`src/rtl/pipe_pkg.sv`:
```
// Shared screen geometry and gap defaults for the pipe obstacle logic.
package pipe_pkg;
  localparam int SCREEN_W_DEF  = 640;
  localparam int SCREEN_H      = 480;
  localparam int BIRD_SIZE_DEF = 15;
  localparam int Y_MID         = SCREEN_H / 2;
  // Gap half-height is BIRD_SIZE * (rnd[9:8] + GAP_UNITS_MIN).
  localparam int GAP_UNITS_MIN = 2;

  typedef logic [10:0] coord_t;
endpackage

```
`src/rtl/scroll_tick.sv`:
```
// Scroll strobe generator: one-cycle tick every TICK_DIV enabled clocks.
module scroll_tick #(
  parameter int TICK_DIV = 4
) (
  input  logic clk,
  input  logic reset_n,
  input  logic i_en,
  output logic o_tick
);
  localparam int CW = (TICK_DIV > 1) ? $clog2(TICK_DIV) : 1;
  localparam logic [CW-1:0] TC = CW'(TICK_DIV - 1);

  logic [CW-1:0] r_cnt;
  logic          w_tc;

  assign w_tc   = (r_cnt == TC);
  assign o_tick = i_en & w_tc;

  // Count holds while disabled so a resume finishes the interrupted period.
  always_ff @(posedge clk or negedge reset_n) begin
    if (!reset_n)  r_cnt <= '0;
    else if (i_en) r_cnt <= w_tc ? '0 : r_cnt + CW'(1);
  end
endmodule

```
`src/rtl/pipe_field.sv`:
```
// Multi-slot scrolling pipe generator: move/retire/score per slot, spawn at fixed spacing.
module pipe_field #(
  parameter int N_PIPES    = 3,
  parameter int XW         = 11,
  parameter int SCREEN_W   = pipe_pkg::SCREEN_W_DEF,
  parameter int PIPE_WIDTH = 32,
  parameter int BIRD_X     = 160,
  parameter int BIRD_SIZE  = pipe_pkg::BIRD_SIZE_DEF,
  parameter int CENTER_MIN = 112,
  parameter int SPACING    = 224,
  parameter int TICK_DIV   = 4194304
) (
  input  logic                  clk,
  input  logic                  reset_n,
  input  logic                  start,
  input  logic [1:0]            speed,
  input  logic [9:0]            rnd,
  output logic [N_PIPES*XW-1:0] x,
  output logic [N_PIPES*XW-1:0] y0,
  output logic [N_PIPES*XW-1:0] y1,
  output logic [N_PIPES-1:0]    active,
  output logic                  score_pulse,
  output logic                  tick
);
  import pipe_pkg::*;

  localparam logic [XW-1:0] X_SPAWN   = XW'(SCREEN_W);
  localparam logic [XW-1:0] Y0_RST    = XW'(Y_MID + BIRD_SIZE);
  localparam logic [XW-1:0] Y1_RST    = XW'(Y_MID - BIRD_SIZE);
  localparam logic [XW-1:0] SPACING_X = XW'(SPACING);
  localparam logic [XW:0]   BIRD_X_W  = (XW+1)'(BIRD_X);
  localparam logic [XW:0]   PW_W      = (XW+1)'(PIPE_WIDTH);

  logic                w_tick;
  logic [XW-1:0]       w_step;
  logic [N_PIPES-1:0]  w_active;
  logic [N_PIPES-1:0]  w_score;
  logic [N_PIPES-1:0]  w_free_oh;
  logic                w_any_free;
  logic [XW-1:0]       w_dist_sum;
  logic [XW-1:0]       w_dist_next;
  logic                w_spawn;
  logic [XW-1:0]       w_c;
  logic [XW-1:0]       w_h;
  logic [XW-1:0]       r_dist;
  logic                r_score;

  scroll_tick #(.TICK_DIV(TICK_DIV)) u_tick (
    .clk    (clk),
    .reset_n(reset_n),
    .i_en   (start),
    .o_tick (w_tick)
  );

  assign w_step = XW'(speed) + XW'(1);
  assign w_c    = XW'(CENTER_MIN) + XW'(rnd[7:0]);
  assign w_h    = XW'(BIRD_SIZE) * (XW'(rnd[9:8]) + XW'(GAP_UNITS_MIN));

  // Lowest-index free slot, judged on occupancy before this tick.
  always_comb begin
    w_free_oh = '0;
    for (int i = N_PIPES - 1; i >= 0; i--) begin
      if (!w_active[i]) begin
        w_free_oh    = '0;
        w_free_oh[i] = 1'b1;
      end
    end
  end

  assign w_any_free  = |(~w_active);
  assign w_dist_sum  = r_dist + w_step;
  assign w_dist_next = (w_dist_sum >= SPACING_X) ? SPACING_X : w_dist_sum;
  assign w_spawn     = w_tick && w_any_free && (w_dist_next >= SPACING_X);

  for (genvar i = 0; i < N_PIPES; i++) begin : g_slot
    logic [XW-1:0] r_x, r_y0, r_y1;
    logic          r_act;
    logic [XW-1:0] w_x_mv;
    logic          w_retire;
    logic [XW:0]   w_old_tr, w_new_tr;

    assign w_x_mv   = r_x - w_step;
    assign w_retire = r_act && (r_x < w_step);
    assign w_old_tr = {1'b0, r_x} + PW_W;
    assign w_new_tr = {1'b0, w_x_mv} + PW_W;
    assign w_score[i] = r_act && !w_retire && (w_old_tr > BIRD_X_W) && (w_new_tr <= BIRD_X_W);

    always_ff @(posedge clk or negedge reset_n) begin
      if (!reset_n) begin
        r_act <= 1'b0;
        r_x   <= X_SPAWN;
        r_y0  <= Y0_RST;
        r_y1  <= Y1_RST;
      end else if (w_tick) begin
        if (w_spawn && w_free_oh[i]) begin
          r_act <= 1'b1;
          r_x   <= X_SPAWN;
          r_y0  <= w_c + w_h;
          r_y1  <= w_c - w_h;
        end else if (w_retire) begin
          r_act <= 1'b0;
          r_x   <= X_SPAWN;
        end else if (r_act) begin
          r_x   <= w_x_mv;
        end
      end
    end

    assign w_active[i]     = r_act;
    assign x[i*XW +: XW]   = r_x;
    assign y0[i*XW +: XW]  = r_y0;
    assign y1[i*XW +: XW]  = r_y1;
  end

  always_ff @(posedge clk or negedge reset_n) begin
    if (!reset_n) begin
      r_dist  <= SPACING_X;
      r_score <= 1'b0;
    end else begin
      r_score <= w_tick && (|w_score);
      if (w_tick) r_dist <= w_spawn ? '0 : w_dist_next;
    end
  end

  assign active      = w_active;
  assign score_pulse = r_score;
  assign tick        = w_tick;
endmodule

```
`config.mk`:
```
export PLATFORM = sky130hd
export DESIGN_NAME = pipe_field
export DESIGN_NICKNAME = d
export VERILOG_FILES = /design/src/rtl/pipe_pkg.sv /design/src/rtl/scroll_tick.sv /design/src/rtl/pipe_field.sv
export SDC_FILE = /design/constraint.sdc
export NUM_CORES = 1
export LEC_CHECK = 0
export CAP_MARGIN = 15
export CORE_UTILIZATION = 50
export CTS_CLUSTER_DIAMETER = 100
export DETAILED_ROUTE_END_ITERATION = 8
export PLACE_DENSITY = 0.75
export SLEW_MARGIN = 30
export SYNTH_ARGS = -nofsm -noshare
export SYNTH_HDL_FRONTEND = slang
export SYNTH_SLANG_ARGS = --single-unit
```
`constraint.sdc`:
```
create_clock -name clk -period 5 [get_ports clk]
set_input_delay 0.75 -clock clk [delete_from_list [all_inputs] [get_ports clk]]
set_output_delay 0.75 -clock clk [all_outputs]
set_load 0.005 [all_outputs]
```
Yosys cells after proc, flatten, opt, wreduce, memory -nomap -nowiden
Cells that the tools add are included.

Register bits after elaboration: 136. Latch bits: 0. Bits in writable memories: 0. Bits in read-only memories: 0. Input port bits: 15. Output and inout port bits: 104. Logic and storage cells: 105. Memories: 0.

$add $sub $neg: 16. Multiply operators: 1. Div/mod/pow operators: 0. Magnitude comparators: 11. Equality and inequality tests: 1. Shifts and indexed selects: 0. Muxes and demuxes: 21. Bitwise gates (word level): 2. Reductions and logical operators: 38.

Operators by type and width (count): $mux W11 (11); $add A11 B6 Y12 const B (6); $gt A12 B8 Y1 const B (3); $le A12 B8 Y1 const B (3); $lt A11 B3 Y1 (3); $sub A11 B3 Y11 (3); $add A22 B1 Y22 const B (1); $eq A22 B22 Y1 const B (1); $ge A11 B8 Y1 const B (2); $mux W22 (1); $logic_and A1 B1 Y1 (18); $reduce_and A2 Y1 (9); $add A11 B3 Y11 (1); $add A9 B7 Y10 (1); $sub A9 B7 Y10 (1); $add A7 B8 Y9 const A (1); $mux W3 (3); $reduce_bool A3 Y1 (3); $mul A4 B3 Y7 const A (1); $mux W1 (6); $reduce_bool A2 Y1 (3); $reduce_or A3 Y1 (2); $add A2 B1 Y3 const B (1); $add A2 B2 Y3 const B (1); other kinds (3) (5).

Depth between registers and ports, before layout
Gate-level depths: netlist (run 1).

Word-level depth: 9. Mapped depth: 16. Mapped depth without buffers: 15.

By module
Synthesis (run 1) repeated with hierarchy kept, for this count alone.

Cells, all modules: 867. Area, all modules: 7868.8 um^2.

Modules (own cells, without submodules): pipe_field (instances 1, cells each 756, area an instance 6764.0 um^2, seq. area each 2680.1 um^2); scroll_tick (instances 1, cells each 111, area an instance 1104.8 um^2, seq. area each 550.5 um^2).

Worst setup path after synthesis (run 1)
No wires, ideal clock.

Path type: input to register. From: in speed[0]. To: reg r_score (netlist: score_pulse). Library setup time: 0.082 ns. Arrival: 3.735 ns. Required time: 4.918 ns. Slack: 1.184 ns. Cell stages on the path: 13. Path through: ha_1 buf_2 nor2b_1 nor2b_1 ha_1 o21ai_1 nand2_1 o21ai_0 nand2_1 ha_1 or4_1 a2111o_1 a31oi_1.

Word-level cells in the longest chain between the ends: 9. Elaborated cells between the ends (all ways): 30. Classes of those cells: add/sub (7); order compare (6); reduce/logical (17).

Ends and longest elaborated chain: start: declaration (line pipe_field.sv:16) `input logic [1:0] speed,`; $add A2 B1 Y3 (*) (line pipe_field.sv:55) `assign w_step = XW'(speed) + XW'(1);`; parallel branches: the longest is 6 deep, another holds $add A11 B6 Y12; $reduce_or A3 Y1 (*) (line pipe_field.sv:120) `r_score <= w_tick && (|w_score);`; $logic_and A1 B1 Y1 (*) (line pipe_field.sv:120); end signal: assignment (line pipe_field.sv:120); end: declaration (line pipe_field.sv:46) `logic r_score;`.

Mark *: on every way between the ends. A chain may end at the register's enable or synchronous reset.

Worst setup path after layout (run 1)
Same ends and word-level chain as after synthesis.

==> metrics.cfg, run 1 <==
[sta]
rsz0062_at_grt = no
report.final.hold_viol_count = 0
max_slew_margin_pct = 39.1
post-route-min-period_ns = 4.15
max_clock_freq_mhz = 241
slew_violations = 0
setup_viol_count_final = 0
timing.hold.ws_ns = 0.311
timing.final.crit_share_pct = 82.9
clock_skew_ns = 0.00871
timing.setup.tns_ns = 0
timing_worst_slew_pin_value_ns = 0.906

[setup_path]
rr_endpoint = score_pulse
worst-path-buf-inv = 1
slowest_delay_ns = 0.53
cp.depth = 13
critical_path.max_fanout = 11
crit_path_frequent_cell = sky130_fd_sc_hd__ha_1
reg2regPathDepth = 11
chain_of_cells_forming_the_critical_path = clkdlybuf4s50_1 -> ha_1 -> nor2b_1 -> nor2b_1 -> ha_1 -> o21ai_1 -> nand2_1 -> o21ai_0 -> nand2_1 -> ha_1 -> or4_1 -> a2111o_1 -> a31oi_1
library_cell_contributing_the_largest_single_delay_on_the_critical_path = sky130_fd_sc_hd__or4_1
worstReg2RegStart = g_slot[2].r_x[1]
setup.worst_path.start_class = primary input
worstPathArrival_ns = 4.49
critPathCaptureType = flop
cp_data_required_time_ns = 5.35
r2r_slack_ns = 1.64
worst_path_dominant_cell_family = simple AND/OR/NAND/NOR gates
criticalPathCategory = in2reg

[cells_and_area]
n_antenna_cell = 0
finish.utilization_pct = 63.1
design_area_sq_um = 9550
drive_gt1_share_pct = 11.1
finish.net_count = 1015
area_delta_synth_final_pct = 23.9
fin_cells = 1155
filler_cell_count = 1266

[floorplan]
start_util_pct = 50.9
floorplan.io_pins = 119
std_cell_rows = 45
dieArea_sq_um = 15900
die-height_um = 126
chipWidth_um = 126
placeableCoreArea_sq_um = 15100

[cts]
clkTransAtPathRegs_ns = 0.06
clkLatencyLatePin_ns = 0.43
numClockSinks = 127
cts-hold-fix-buffers = 0
tritoncts = done
clock_tree.buffer_depth = 2
cts.repair.resized = 0
cts_setup_buffers = 0
cts_root_buffer = sky130_fd_sc_hd__clkbuf_16
ctsHtreeMaxLevel = 4
cts_buffers = 17

[detailed_routing]
post_drt_via_cell_ratio = 5.60
routedLengthMet1_um = 8220
met3_length_um = 1150
routedWlPerCell_um = 15.6
maxUsedRoutingLayer = met4
detailroute.via_count = 6472
dr.pass1.iters = 5
drc_errors = 0
drt-initial-drc-count = 401
routed-wl-met2_um = 8410
antenna_violating_nets_post_route = 0
postRouteWirelength_um = 18000

[synthesis]
synthesis.yosys.warnings = 0
synth_seq_area_share_pct = 41.9
syn-mean-instance-area_sq_um = 9.04
post_synth_instance_area_sq_um = 7710
ys_ff_latch = 127
number_of_enable_flip_flop_cells_after_synthesis = 0
asyncSetResetFlopFracSynth_pct = 100
netlist-cell-type-count = 75
netlist_instances = 853
synthFlopType = sky130_fd_sc_hd__dfrtp_1

[grt]
grt_start_max_net_pins = 46
antenna_violations_before_repair = 0
grt_use_total_pct = 24.0
grt_pass1_wl_um = 30700
overflow = 0
vias_in_the_first_global_route = 6244

[pwr]
worst_ir_drop_vdd_v = 0.000251
p_per_area_nw_per_um2 = 274
p_leak_nw = 4.09

[place]
place_inst = 1123
post-dp-hpwl_um = 12900
port-buffer-count = 115
detailed_place.area_sq_um = 8940
placer_congestion_estimate = 0.916

[min_path]
min_path_type = in2async

[run_status]
status = complete, no violations

[run]
max_cap_violations = 0

layout make-up:
| class | count | area (sq um) | area share, % |
|---|---|---|---|
| clock inverter | 15 | 185 | 1.94 |
| sequential | 127 | 3230 | 33.8 |
| tap | 188 | 235 | 2.46 |
| clock buffer | 17 | 425 | 4.45 |
| multi-input combinational | 634 | 4060 | 42.5 |
| inverter | 49 | 189 | 1.98 |
| timing repair buffer | 125 | 1220 | 12.8 |
how the worst max path moves through the flow:
stage | start | slack [ns] | endpoint
final | speed[0] | 0.85 | score_pulse
after global routing | speed[0] | 0.59 | score_pulse
after CTS | speed[0] | 0.89 | score_pulse
after detailed placement | speed[0] | 0.46 | score_pulse
after global placement | speed[0] | 0.57 | score_pulse
after floorplan | speed[0] | 1.18 | score_pulse
cell usage after synthesis (10+ instances only):
| cell | n | share of area, % |
|---|---|---|
| sky130_fd_sc_hd__a21oi_1 | 33 | 2.1 |
| sky130_fd_sc_hd__buf_4 | 14 | 1.4 |
| sky130_fd_sc_hd__clkbuf_1 | 19 | 0.93 |
| sky130_fd_sc_hd__dfrtp_1 | 85 | 28 |
| sky130_fd_sc_hd__dfstp_2 | 42 | 14 |
| sky130_fd_sc_hd__ha_1 | 44 | 7.1 |
| sky130_fd_sc_hd__inv_1 | 48 | 2.3 |
| sky130_fd_sc_hd__mux2_2 | 10 | 1.5 |
| sky130_fd_sc_hd__nand2_1 | 106 | 5.2 |
| sky130_fd_sc_hd__nand2b_1 | 15 | 1.2 |
| sky130_fd_sc_hd__nand3_1 | 31 | 2.0 |
| sky130_fd_sc_hd__nand4_1 | 11 | 0.89 |
| sky130_fd_sc_hd__nor2_1 | 58 | 2.8 |
| sky130_fd_sc_hd__nor2b_1 | 10 | 0.81 |
| sky130_fd_sc_hd__nor3_1 | 16 | 1.0 |
| sky130_fd_sc_hd__o21ai_0 | 92 | 6.0 |
| sky130_fd_sc_hd__or3_1 | 11 | 0.89 |
| sky130_fd_sc_hd__xnor2_1 | 42 | 4.8 |
| sky130_fd_sc_hd__xor2_1 | 18 | 2.0 |
report_power, final:
part / internal (W) / total, W / switching, W
registers: 0.00105 / 0.00108 / 0.0000254
clock network: 0.000790 / 0.00128 / 0.000494
logic: 0.000103 / 0.000259 / 0.000156
worst register-to-register path, delay by kind of cell, from the launching register on:
| kind | cells | cell delay, ns |
|---|---|---|
| flip-flops | 1 | 0.42 |
| adder cells (fa/ha/maj) | 2 | 0.56 |
| AND/OR/NAND/NOR | 5 | 1.20 |
| AO/OA/AOI/OAI | 4 | 1.10 |
registers in the layout, summed over array words and instances, names as in the netlist:
| register | flops |
|---|---|
| g_slot.r_x | 33 |
| g_slot.r_y0 | 29 |
| g_slot.r_y1 | 28 |
| score_pulse | 1 |
| r_dist | 11 |
| u_tick.r_cnt | 22 |
| g_slot.r_act | 3 |
placed cells by master (no fill, tap or decap), types with 7 or more instances in the layout:
cell / count
sky130_fd_sc_hd__a21o_1: 9
sky130_fd_sc_hd__inv_1: 48
sky130_fd_sc_hd__o31ai_1: 8
sky130_fd_sc_hd__xnor2_1: 42
sky130_fd_sc_hd__clkdlybuf4s50_1: 114
sky130_fd_sc_hd__nand2_1: 106
sky130_fd_sc_hd__a31oi_1: 8
sky130_fd_sc_hd__nand2b_1: 15
sky130_fd_sc_hd__nor2b_1: 10
sky130_fd_sc_hd__or3_1: 11
sky130_fd_sc_hd__nand3_1: 31
sky130_fd_sc_hd__nor3_1: 16
sky130_fd_sc_hd__clkbuf_16: 17
sky130_fd_sc_hd__dfstp_2: 42
sky130_fd_sc_hd__xor2_1: 18
sky130_fd_sc_hd__ha_1: 44
sky130_fd_sc_hd__nor4_1: 7
sky130_fd_sc_hd__mux2_2: 10
sky130_fd_sc_hd__o21ai_0: 92
sky130_fd_sc_hd__nor2_1: 58
sky130_fd_sc_hd__or4_1: 7
sky130_fd_sc_hd__buf_4: 11
sky130_fd_sc_hd__nand4_1: 11
sky130_fd_sc_hd__dfrtp_1: 85
sky130_fd_sc_hd__a21oi_1: 33
stage by stage:
| step | setup slack, ns | total power [W] |
|---|---|---|
| after CTS | 0.890 | 0.00264 |
| final | 0.854 | 0.00262 |
| after global routing | 0.588 | 0.00272 |
| after detailed placement | 0.465 | 0.00135 |
| after global placement | 0.566 | 0.00134 |
| after floorplan | 1.18 | 0.00127 |
logic make-up after synthesis:
family / count (synthesis) / synth area share (%)
simple gates: 301 / 19.0
compound gates: 211 / 17.2
flops: 127 / 41.9
buf+inv: 94 / 5.55
xor+xnor: 60 / 6.82
fa+ha+maj: 47 / 7.79
mux: 12 / 1.72
other cells: 1 / 0.0486
layer usage:
layer | vias to the layer above | global-route usage (%)
met2 | 167 | 37.5
met1 | 3102 | 32.0
met4 | 0 | 7.23
met5 | - | 0
li1 | 3181 | -
met3 | 22 | 7.18
Power figures use the tool's default switching activity.
==> inputs of run 2 (changes only) <==
==> constraint.sdc (replaced) <==
create_clock -name clk -period 4.1 [get_ports clk]
set_input_delay 0.615 -clock clk [delete_from_list [all_inputs] [get_ports clk]]
set_output_delay 0.615 -clock clk [all_outputs]
set_load 0.005 [all_outputs]
==> metrics.cfg, run 2 (synthesized netlist as in run 1, its figures left out) <==
[run_status]
status = complete, no violations  ; unchanged

[pwr]
p_per_area_nw_per_um2 = 329  ; was 274 nW/um^2
worst_ir_drop_vdd_v = 0.000270  ; was 0.000251 V
p_leak_nw = 4.18  ; was 4.09 nW

[setup_path]
r2r_slack_ns = 1.01  ; was 1.64 ns
worst-path-buf-inv = 2  ; was 1
criticalPathCategory = in2reg  ; unchanged
rr_endpoint = score_pulse  ; unchanged
worst_path_dominant_cell_family = simple AND/OR/NAND/NOR gates  ; unchanged
critical_path.max_fanout = 6  ; was 11
slowest_delay_ns = 0.52  ; was 0.53 ns
library_cell_contributing_the_largest_single_delay_on_the_critical_path = sky130_fd_sc_hd__or4_1  ; unchanged
cp_data_required_time_ns = 4.45  ; was 5.35 ns
worstReg2RegStart = g_slot[2].r_x[2]  ; was g_slot[2].r_x[1]
reg2regPathDepth = 9  ; was 11
crit_path_frequent_cell = sky130_fd_sc_hd__ha_1  ; unchanged
chain_of_cells_forming_the_critical_path = clkdlybuf4s50_1 -> ha_1 -> inv_1 -> ha_1 -> nor2b_1 -> a221oi_2 -> nand2b_1 -> nand2_1 -> ha_1 -> or4_1 -> a2111o_1 -> a31oi_1  ; was clkdlybuf4s50_1 -> ha_1 -> nor2b_1 -> nor2b_1 -> ha_1 -> o21ai_1 -> nand2_1 -> o21ai_0 -> nand2_1 -> ha_1 -> or4_1 -> a2111o_1 -> a31oi_1
setup.worst_path.start_class = primary input  ; unchanged
worstPathArrival_ns = 3.96  ; was 4.49 ns
crit_path_start = speed[0]  ; unchanged
critPathCaptureType = flop  ; unchanged

[detailed_routing]
drt-initial-drc-count = 440  ; was 401
detailroute.via_count = 6508  ; was 6,472
postRouteWirelength_um = 18300  ; was 18,000 um
antenna_violating_nets_post_route = 0  ; unchanged
routedWlPerCell_um = 15.6  ; about the same
drc_errors = 0  ; unchanged
post_drt_via_cell_ratio = 5.57  ; was 5.60
dr.pass1.iters = 5  ; unchanged

[cells_and_area]
layout.area.seq_sq_um = 3230  ; unchanged
n_antenna_cell = 0  ; unchanged
drive_gt1_share_pct = 12.3  ; was 11.1%
filler_cell_count = 1249  ; was 1,266
area_delta_synth_final_pct = 25.6  ; was 23.9%
multi_input_area_sq_um = 4060  ; unchanged
registers_with_the_most_flip_flops = g_slot.r_x: 33 flops, g_slot.r_y0: 29 flops, g_slot.r_y1: 28 flops  ; unchanged
finish.net_count = 1029  ; was 1,015
largest_register = g_slot.r_x  ; unchanged
finish.utilization_pct = 63.9  ; was 63.1%
most-common-layout-cells = sky130_fd_sc_hd__clkdlybuf4s50_1 (114), sky130_fd_sc_hd__nand2_1 (106), sky130_fd_sc_hd__o21ai_0 (92), sky130_fd_sc_hd__dfrtp_1 (85), sky130_fd_sc_hd__nor2_1 (58)  ; unchanged
largest_register_ffs = 33  ; unchanged
mostFrequentLayoutCell = sky130_fd_sc_hd__clkdlybuf4s50_1  ; unchanged

[sta]
timing.final.crit_share_pct = 88.2
final_critical_path_setup_slack_ns = 0.485  ; was 0.854 ns
report.final.hold_viol_count = 0  ; unchanged
setup_viol_count_final = 0  ; unchanged
timing.setup.tns_ns = 0  ; unchanged
slew_violations = 0  ; unchanged
post-route-min-period_ns = 3.62
timing_worst_slew_pin_value_ns = 0.862  ; was 0.906 ns
rsz0062_at_grt = no  ; unchanged
clock_skew_ns = 0.00776  ; was 0.00871 ns
max_clock_freq_mhz = 277
max_slew_margin_pct = 42.0  ; was 39.1%

[floorplan]
floorplan.io_pins = 119  ; unchanged
std_cell_rows = 45  ; unchanged
start_util_pct = 50.9  ; unchanged
chipWidth_um = 126  ; unchanged
dieArea_sq_um = 15900  ; unchanged
placeableCoreArea_sq_um = 15100  ; unchanged
die-height_um = 126  ; unchanged

[grt]
antenna_violations_before_repair = 0  ; unchanged
grt_start_max_net_pins = 68  ; was 46
grt_use_total_pct = 24.3  ; was 24.0%
overflow = 0  ; unchanged
vias_in_the_first_global_route = 6302  ; was 6,244
grt_pass1_wl_um = 30900  ; was 30,700 um

[min_path]
min_path_type = in2async  ; unchanged

[cts]
ctsHtreeMaxLevel = 4  ; unchanged
clkTransAtPathRegs_ns = 0.06  ; about the same
clock_tree.buffer_depth = 2  ; unchanged
cts.repair.resized = 0  ; unchanged
cts_setup_buffers = 0  ; unchanged
cts-hold-fix-buffers = 0  ; unchanged
cts_buffers = 17  ; unchanged
tritoncts = done  ; unchanged
clkLatencyLatePin_ns = 0.42  ; was 0.43 ns
numClockSinks = 127  ; unchanged
cts_root_buffer = sky130_fd_sc_hd__clkbuf_16  ; unchanged

[place]
placer_congestion_estimate = 0.897  ; was 0.916
place_worst_setup_slack_ns = 0.0983  ; was 0.465 ns
post-dp-hpwl_um = 13200  ; was 12,900 um
port-buffer-count = 115  ; unchanged

[run]
max_cap_violations = 0  ; unchanged

==> run 2: cell count changes in the layout (fill, tap and decap cells not counted), sizes merged <==
cell    previous run  this run
clkbuf            17        20
clkinv             6         8
bufinv             3         2
buf               11        25
inv               52        48
==> run 2: worst register-to-register path, delay by kind of cell (launching register included) <==
| kind | cells | cell delay (ns) |
|---|---|---|
| flops | 1 | 0.41 |
| fa+ha+maj | 2 | 0.67 |
| simple gates | 4 | 0.98 |
| compound gates | 3 | 0.97 |
==> run 2: worst max-delay path by stage <==
| stage | cells after the start | endpoint |
|---|---|---|
| after CTS | 12 | score_pulse |
| final | 12 | score_pulse |
| after detailed placement | 12 | score_pulse |
| after global routing | 15 | score_pulse |
| after floorplan | 13 | score_pulse |
| after global placement | 12 | score_pulse |
==> run 2: final cells by class <==
class / count / area share [%]
well taps: 188 / 2.43
clock inverters: 12 / 1.37
clock buffers: 20 / 4.95
flip-flops and latches: 127 / 33.4
multi-input cells: 634 / 41.9
inverters: 49 / 1.95
repair buffers: 139 / 14.0
==> run 2: per-stage QoR <==
step	cell area [sq um]	hold WS (ns)	total power (W)	cells
after global placement	9070	0.453	0.00165	1137
final	9680	0.258	0.00318	1169
after global routing	9680	0.338	0.00332	1169
after floorplan	7720	0.319	0.00154	855
after detailed placement	9070	0.467	0.00166	1137
after CTS	9680	0.290	0.00321	1169
==> run 2: power by group <==
| part | internal (W) | leakage [nW] | switching (W) |
|---|---|---|---|
| clock | 0.000966 | 0.292 | 0.000579 |
| combinational | 0.000135 | 2.29 | 0.000190 |
| sequential | 0.00128 | 1.59 | 0.0000306 |
==> run 2: per-layer routing <==
layer	vias up	share of wire, %	GRT usage (%)
met3	20	5.2	6.16
met1	3139	47	32.1
met5	-	0	0
met4	0	1.2	7.58
met2	146	47	39.2
li1	3203	-	-
==> inputs of run 3 (changes only) <==
--- a/config.mk
+++ b/config.mk
@@ -9,6 +9,7 @@
 export CORE_UTILIZATION = 50
 export CTS_CLUSTER_DIAMETER = 100
 export DETAILED_ROUTE_END_ITERATION = 8
+export GPL_TIMING_DRIVEN = 0
 export PLACE_DENSITY = 0.75
 export SLEW_MARGIN = 30
 export SYNTH_ARGS = -nofsm -noshare
==> constraint.sdc (replaced) <==
create_clock -name clk -period 4.4 [get_ports clk]
set_input_delay 0.66 -clock clk [delete_from_list [all_inputs] [get_ports clk]]
set_output_delay 0.66 -clock clk [all_outputs]
set_load 0.005 [all_outputs]
==> metrics.cfg, run 3 (synthesized netlist as in run 1, its figures left out) <==
[run_status]
status = complete, no violations  ; unchanged

[cells_and_area]
most-common-layout-cells = sky130_fd_sc_hd__clkdlybuf4s50_1 (113), sky130_fd_sc_hd__nand2_1 (106), sky130_fd_sc_hd__o21ai_0 (92), sky130_fd_sc_hd__dfrtp_1 (85), sky130_fd_sc_hd__nor2_1 (58)  ; was sky130_fd_sc_hd__clkdlybuf4s50_1 (114), sky130_fd_sc_hd__nand2_1 (106), sky130_fd_sc_hd__o21ai_0 (92), sky130_fd_sc_hd__dfrtp_1 (85), sky130_fd_sc_hd__nor2_1 (58)
multi_input_area_sq_um = 4060  ; about the same
largest_register_ffs = 33  ; unchanged
registers_with_the_most_flip_flops = g_slot.r_x: 33 flops, g_slot.r_y0: 29 flops, g_slot.r_y1: 28 flops  ; unchanged
fin_cells = 1190  ; was 1,169
mostFrequentLayoutCell = sky130_fd_sc_hd__clkdlybuf4s50_1  ; unchanged
layout.area.seq_sq_um = 3230  ; unchanged
design_area_sq_um = 9780  ; was 9680 sq um
largest_register = g_slot.r_x  ; unchanged
area_delta_synth_final_pct = 26.8  ; was 25.6%
finish.net_count = 1050  ; was 1,029
filler_cell_count = 1217  ; was 1,249
drive_gt1_share_pct = 12.4  ; was 12.3%
n_antenna_cell = 0  ; unchanged

[sta]
timing_worst_slew_pin_value_ns = 0.881  ; was 0.862 ns
timing.final.crit_share_pct = 94.3
report.final.hold_viol_count = 0  ; unchanged
post-route-min-period_ns = 4.15
timing.hold.ws_ns = 0.157  ; was 0.258 ns
setup_viol_count_final = 0  ; unchanged
slew_violations = 0  ; unchanged
clock_skew_ns = 0.00949  ; was 0.00776 ns
rsz0062_at_grt = no  ; unchanged
max_clock_freq_mhz = 241
max_slew_margin_pct = 40.8  ; was 42.0%

[floorplan]
floorplan.io_pins = 119  ; unchanged
die-height_um = 126  ; unchanged
start_util_pct = 50.9  ; unchanged
dieArea_sq_um = 15900  ; unchanged
chipWidth_um = 126  ; unchanged
placeableCoreArea_sq_um = 15100  ; unchanged
std_cell_rows = 45  ; unchanged

[run]
max_cap_violations = 0  ; unchanged

[pwr]
worst_ir_drop_vdd_v = 0.000250  ; was 0.000270 V
p_leak_nw = 4.21  ; was 4.18 nW
total_power_w = 0.00306  ; was 0.00318 W
p_per_area_nw_per_um2 = 313  ; was 329 nW/um^2

[detailed_routing]
detailroute.via_count = 6643  ; was 6,508
dr.pass1.iters = 4  ; was 5
drc_errors = 0  ; unchanged
antenna_violating_nets_post_route = 0  ; unchanged
routedWlPerCell_um = 16.2  ; was 15.6 um
post_drt_via_cell_ratio = 5.58  ; was 5.57
drt-initial-drc-count = 488  ; was 440
postRouteWirelength_um = 19300  ; was 18,300 um

[setup_path]
chain_of_cells_forming_the_critical_path = clkdlybuf4s50_1 -> ha_1 -> buf_2 -> nand2b_1 -> nor2b_1 -> ha_1 -> o21ai_1 -> nand2_1 -> o21ai_0 -> nand2_1 -> ha_1 -> or4_1 -> a2111o_1 -> a31oi_1  ; was clkdlybuf4s50_1 -> ha_1 -> inv_1 -> ha_1 -> nor2b_1 -> a221oi_2 -> nand2b_1 -> nand2_1 -> ha_1 -> or4_1 -> a2111o_1 -> a31oi_1
library_cell_contributing_the_largest_single_delay_on_the_critical_path = sky130_fd_sc_hd__or4_1  ; unchanged
critical_path.max_fanout = 10  ; was 6
crit_path_start = speed[0]  ; unchanged
setup.worst_path.start_class = primary input  ; unchanged
worstPathArrival_ns = 4.48  ; was 3.96 ns
critPathCaptureType = flop  ; unchanged
reg2regPathDepth = 11  ; was 9
rr_endpoint = score_pulse  ; unchanged
slowest_delay_ns = 0.55  ; was 0.52 ns
worstReg2RegStart = g_slot[2].r_x[1]  ; was g_slot[2].r_x[2]
timing.critical_path.to = score_pulse  ; unchanged
r2r_slack_ns = 1.09  ; was 1.01 ns
crit_path_frequent_cell = sky130_fd_sc_hd__ha_1  ; unchanged
criticalPathCategory = in2reg  ; unchanged
cp_data_required_time_ns = 4.73  ; was 4.45 ns

[cts]
cts_buffers = 17  ; unchanged
tritoncts = done  ; unchanged
cts-hold-fix-buffers = 0  ; unchanged
clock_tree.buffer_depth = 2  ; unchanged
clkLatencyLatePin_ns = 0.42  ; about the same
cts_setup_buffers = 0  ; unchanged
cts.repair.resized = 0  ; unchanged
cts_root_buffer = sky130_fd_sc_hd__clkbuf_16  ; unchanged
numClockSinks = 127  ; unchanged
clkTransAtPathRegs_ns = 0.06  ; about the same
ctsHtreeMaxLevel = 4  ; unchanged

[grt]
grt_start_max_net_pins = 75  ; was 68
vias_in_the_first_global_route = 6459  ; was 6,302
grt_util_met3_pct = 5.90  ; was 6.16%
met2_usage_pct = 41.6  ; was 39.2%
overflow = 0  ; unchanged
antenna_violations_before_repair = 0  ; unchanged
grt_util_met1_pct = 33.5  ; was 32.1%
grt_pass1_wl_um = 32300  ; was 30,900 um
grt_use_total_pct = 25.5  ; was 24.3%
gr-max-usage-layer = met2  ; unchanged

[min_path]
min_path_type = in2async  ; unchanged

[place]
post-dp-hpwl_um = 13700  ; was 13,200 um
placer_congestion_estimate = 0.911  ; was 0.897
port-buffer-count = 114  ; was 115
detailed_place.area_sq_um = 9130  ; was 9070 sq um
place_inst = 1158  ; was 1,137

run 3: how the worst min path moves through the flow:
stage / startpoint / end / slack [ns] / cells after the start
after floorplan: reset_n / g_slot[0].r_act / 0.36 / 0
after global placement: u_tick.r_cnt[18] / u_tick.r_cnt[18] / 0.46 / 1
after detailed placement: u_tick.r_cnt[18] / u_tick.r_cnt[18] / 0.46 / 1
after CTS: reset_n / g_slot[0].r_x[4] / 0.17 / 1
after global routing: reset_n / g_slot[0].r_x[4] / 0.18 / 1
final: reset_n / g_slot[0].r_x[4] / 0.16 / 1
run 3: critical path: cells and delay by family:
family                     cells  cell delay [ns]
buffers and inverters          2             0.73
and+or+nand+nor                5             1.07
adders and majority gates      3             0.89
AOI/OAI and AO/OA              4             1.13
run 3: where the power goes:
group	internal (W)	switching (W)	leakage [nW]
combinational	0.000120	0.000183	2.32
clock	0.000974	0.000557	0.308
sequential	0.00119	0.0000290	1.59
run 3: metrics by stage:
| stage | TNS (ns) | setup slack [ns] | util, % |
|---|---|---|---|
| finish | 0 | 0.251 | 64.6 |
| global route | 0 | 0.0184 | 64.6 |
| CTS | 0 | 0.0772 | 64.5 |
| detailed placement | -4.52 | -0.314 | 60.2 |
| global placement | -234.97 | -2.36 | 60.0 |
| floorplan | 0 | 0.674 | - |
run 3: metal layers:
layer  wire (um)  up-vias
met4         271        0
li1            -     3256
met1        8760     3187
met5           0        -
met2        9200      173
met3        1100       27
run 3: area by class of cell:
class | instances | area share [%]
buffer | 45 | 2.46
timing repair buffer | 115 | 12.0
tap | 188 | 2.41
multi-input combinational | 634 | 41.6
clock inverter | 14 | 2.10
inverter | 49 | 1.93
sequential | 127 | 33.0
clock buffer | 18 | 4.49
